===== src/rtl/core_clock_req_ctrl.sv =====
// Clock-request sequencer for the core clock gate: drains the bus, waits a hold-off
// window before dropping clk_req, and waits a warm-up window after raising it again.
module core_clock_req_ctrl #(
   parameter int unsigned HOLDOFF_CYCLES = 4,
   parameter int unsigned WAKE_CYCLES    = 2,
   parameter int unsigned CW             = 4
) (
   input  logic       g_clk,
   input  logic       g_resetn,
   input  logic       sleep_req,
   input  logic       bus_idle,
   input  logic       wake_src,
   input  logic       force_on,
   output logic       clk_req,
   output logic       sleep_ack,
   output logic       wake_done,
   output logic [2:0] state_dbg
);

   typedef enum logic [2:0] {
      ST_RUN     = 3'd0,
      ST_DRAIN   = 3'd1,
      ST_HOLDOFF = 3'd2,
      ST_SLEEP   = 3'd3,
      ST_WAKE    = 3'd4
   } state_t;

   localparam logic [CW-1:0] HOLDOFF_LOAD = CW'(HOLDOFF_CYCLES - 1);
   localparam logic [CW-1:0] WAKE_LOAD    = CW'(WAKE_CYCLES - 1);

   state_t        r_state;
   logic [CW-1:0] r_cnt;
   logic          r_clk_req;
   logic          r_sleep_ack;
   logic          r_wake_done;

   state_t        w_state_nxt;
   logic [CW-1:0] w_cnt_nxt;
   logic          w_hold;
   logic          w_clk_req_nxt;
   logic          w_sleep_ack_nxt;
   logic          w_wake_done_nxt;

   assign w_hold = wake_src | force_on;

   always_ff @(posedge g_clk) begin
      if (!g_resetn) begin
         r_state     <= ST_RUN;
         r_cnt       <= '0;
         r_clk_req   <= 1'b1;
         r_sleep_ack <= 1'b0;
         r_wake_done <= 1'b0;
      end else begin
         r_state     <= w_state_nxt;
         r_cnt       <= w_cnt_nxt;
         r_clk_req   <= w_clk_req_nxt;
         r_sleep_ack <= w_sleep_ack_nxt;
         r_wake_done <= w_wake_done_nxt;
      end
   end

   // Hold has priority over drain/count progress; the counter never wraps below zero.
   always_comb begin
      w_state_nxt = r_state;
      w_cnt_nxt   = r_cnt;
      case (r_state)
         ST_RUN: begin
            if (sleep_req && !w_hold) w_state_nxt = ST_DRAIN;
         end
         ST_DRAIN: begin
            if (w_hold) begin
               w_state_nxt = ST_RUN;
            end else if (bus_idle) begin
               w_state_nxt = ST_HOLDOFF;
               w_cnt_nxt   = HOLDOFF_LOAD;
            end
         end
         ST_HOLDOFF: begin
            if (w_hold || !sleep_req) begin
               w_state_nxt = ST_RUN;
            end else if (!bus_idle) begin
               w_state_nxt = ST_DRAIN;
            end else if (r_cnt == '0) begin
               w_state_nxt = ST_SLEEP;
            end else begin
               w_cnt_nxt = r_cnt - 1'b1;
            end
         end
         ST_SLEEP: begin
            if (w_hold) begin
               w_state_nxt = ST_WAKE;
               w_cnt_nxt   = WAKE_LOAD;
            end
         end
         ST_WAKE: begin
            if (r_cnt == '0) w_state_nxt = ST_RUN;
            else             w_cnt_nxt   = r_cnt - 1'b1;
         end
         default: begin
            w_state_nxt = ST_RUN;
         end
      endcase
   end

   // Outputs are derived from the next state so they register on the same edge as it.
   always_comb begin
      w_clk_req_nxt   = (w_state_nxt != ST_SLEEP);
      w_sleep_ack_nxt = (w_state_nxt == ST_SLEEP);
      w_wake_done_nxt = (r_state == ST_WAKE) && (w_state_nxt == ST_RUN);
   end

   assign clk_req   = r_clk_req;
   assign sleep_ack = r_sleep_ack;
   assign wake_done = r_wake_done;
   assign state_dbg = r_state;

endmodule

===== config.mk =====
export PLATFORM = sky130hd
export DESIGN_NAME = core_clock_req_ctrl
export DESIGN_NICKNAME = d
export VERILOG_FILES = /design/src/rtl/core_clock_req_ctrl.sv
export SDC_FILE = /design/constraint.sdc
export NUM_CORES = 1
export LEC_CHECK = 0
export ABC_AREA = 1
export CAP_MARGIN = 20
export CELL_PAD_IN_SITES_DETAIL_PLACEMENT = 2
export CELL_PAD_IN_SITES_GLOBAL_PLACEMENT = 2
export CORE_MARGIN = 3
export CORE_UTILIZATION = 25
export DETAILED_ROUTE_END_ITERATION = 10
export GPL_TIMING_DRIVEN = 1
export PLACE_DENSITY = 0.85
export SYNTH_ARGS = -nofsm -noshare
export SYNTH_HDL_FRONTEND = slang
export SYNTH_SLANG_ARGS = --single-unit

===== constraint.sdc =====
create_clock -name g_clk -period 1.6 [get_ports g_clk]
set_input_delay 0.32 -clock g_clk [delete_from_list [all_inputs] [get_ports g_clk]]
set_output_delay 0.32 -clock g_clk [all_outputs]
set_load 0.005 [all_outputs]

==> out/results.txt <==
number of gates resized after cts -> 1
Setup TNS -> 0 ps
R2R setup slack -> 130 ps
Pwr Total -> 0.538 mW
skew final -> 1.91 ps
Crit-path slowest cell -> clkdlybuf4s50_1
utilization after layout -> 36.5%
chip width -> 55.4 um
FF-to-FF End -> sleep_ack
Sink Count -> 10
Critical Path AT -> 1220 ps
drt drc -> 0
DR vias -> 694
Setup CP Type -> reg -> out
placed insts -> 142
CTS buffer count -> 3
switching share of power -> 23.3%
setup slack after layout -> 64.8 ps
FP Rows -> 17
Internal Power -> 0.413 mW
core area -> 2250 um2
maximum clock path buffer count -> 2
placed wire-length estimate -> 1.78 mm
crit-path max FO -> 4
most frequent cells in the layout -> nand2_1 (26), nor2_1 (15), inv_1 (12)
Total GRT Usage -> 15.6%
Hold-fix buffers, CTS -> 0
worst setup path end -> state_dbg[0]
Nets -> 127
drt total wl -> 2.13 mm
CP Capture Type -> primary output
final hold slack -> 526 ps
Startpoint Class -> register
Clk Latency, worst-skew pair -> 270 ps
Fin. Hold Viols -> 0
Worst-path clk slew -> 70 ps
Worst Hold Class -> reg -> reg
flops & latches, synth -> 10
Seq/Total Area, Yosys -> 32.9%
CTS root buf -> clkbuf_4
power share of the sequential group -> 46.7%
initial core utilization -> 27.0%
Overflow after GRT -> 0
Max stage delay on crit path -> 530 ps
CTS tree -> done
Critical Path, Cell by Cell -> clkdlybuf4s50_1
global-route wire length before repair -> 3.74 mm
relative slew slack -> 77.9%
Hold Crit Start -> r_cnt[1]
Final Max Slew Viols -> 0
number of max-cap violations -> 0
Max Freq -> 651 MHz
Reg area -> 203 um2
Setup-failing EPs final -> 0
Worst Setup SP -> state_dbg[0]
multi-input logic area -> 349 um2
leading cell type in the layout, fill and taps excluded -> nand2_1
Static Leak -> 0.388 nW
Cell Count, Final, Fillers Out -> 146
filler instances -> 291
final period utilization -> 96.0%
P_sw -> 0.125 mW
minimum clock period -> 1540 ps
vias per inst -> 4.75
antenna cell count -> 0
number of global-route vias before repair -> 806
measured slew at the worst slew-check pin -> 327 ps
worst reg-to-reg path cell count -> 7
Die Footprint -> 3070 um2
clock share of power -> 43.8%
critical path depth -> 1
YS warnings -> 0
Post-Layout Inst Area -> 823 um2
Place WS -> -82.2 ps
Final GP Congestion -> 0.814
delay-heaviest family, CP -> buffers and inverters
status -> finished clean
critical path required time -> 1280 ps
postcts setup bufs -> 0
Unique masters post-synth -> 17
worst r2r src -> r_cnt[1]
Buf/Inv on CP -> 1
Synth Instances -> 99
WL/cell -> 14.6 um
Worst IR Drop VDD -> 0.000404 V
post-synthesis average cell area -> 6.15 um2
detailed-router iteration count before antenna repair -> 2
Area Overhead vs Synth -> 35.1%
total placed instance area -> 785 um2
# port buffers -> 11
DR iter-0 viols -> 5
RSZ-0062 raised after global routing -> false
layout cells sized above 1 -> 17.8%
Pwr per Cell Area -> 653 nW/um2
pin count of the biggest net entering global routing -> 8
Comb pwr share -> 9.5%
initial antenna violation count -> 0
H-tree levels -> 1
syn_nets -> 107
Antenna Violating Nets Remaining -> 0
cell area after synthesis -> 609 um2
I/O pin count -> 12
Die Height -> 55.4 um
power by group through the flow:
stage	sequential (mW)	combinational, mW	clock (mW)
finish	0.251	0.0510	0.235
global route	0.251	0.0575	0.255
CTS	0.251	0.0514	0.241
detailed placement	0.257	0.0511	0
global placement	0.257	0.0485	0
floorplan	0.257	0.0202	0
layout make-up:
class                           instances  area share, %
Multi-Input combinational cell         73           42.4
Timing Repair Buffer                   15           17.0
Tap cell                               28           4.26
Inverter                               16           7.29
Sequential cell                        10           24.6
Clock buffer                            4           4.41
worst min path at each step:
| stage | end | slack (ps) | cells after the start |
|---|---|---|---|
| 3_5_place_dp | r_cnt[3] | 510 | 2 |
| 4_1_cts | r_cnt[1] | 540 | 2 |
| 3_3_place_gp | r_cnt[1] | 500 | 2 |
| 2_1_floorplan | state_dbg[1] | 440 | 2 |
| 5_1_grt | r_cnt[1] | 560 | 2 |
| 6_report | r_cnt[1] | 530 | 2 |
routing by layer:
layer	vias up	GRT usage, %	wire length, um
met5	-	0	0
met4	0	6.25	41
met3	6	3.74	53
met2	11	27.5	1080
met1	331	17.9	959
li1	346	-	-
state kept, by name, summed over array words and instances, names as in the netlist:
| name | flops |
|---|---|
| clk_req | 1 |
| sleep_ack | 1 |
| r_cnt | 4 |
| wake_done | 1 |
| state_dbg | 3 |
cell families after synthesis:
group	Yosys count	share of synthesized area (%)
AO/OA/AOI/OAI	9	8.01
buffers and inverters	16	9.86
XOR/XNOR	1	1.44
AND/OR/NAND/NOR	61	43.7
flip-flops	10	32.9
adder cells (fa/ha/maj)	2	4.11
synth_stat cells (all sizes together):
| library cell | number | area, um2 |
|---|---|---|
| nand2 | 31 | 129 |
| nor2 | 17 | 68.8 |
| inv | 16 | 60.1 |
| dfxtp | 10 | 200 |
| nand3 | 10 | 50.1 |
| a21oi | 4 | 20.0 |
| o21ai | 3 | 15.0 |
| ha | 2 | 25.0 |
| a211oi | 1 | 7.51 |
| nor3 | 1 | 5.00 |
| nor3b | 1 | 7.51 |
| nor4 | 1 | 6.26 |
| o22ai | 1 | 6.26 |
| xnor2 | 1 | 8.76 |
Power figures use the tool's default switching activity.
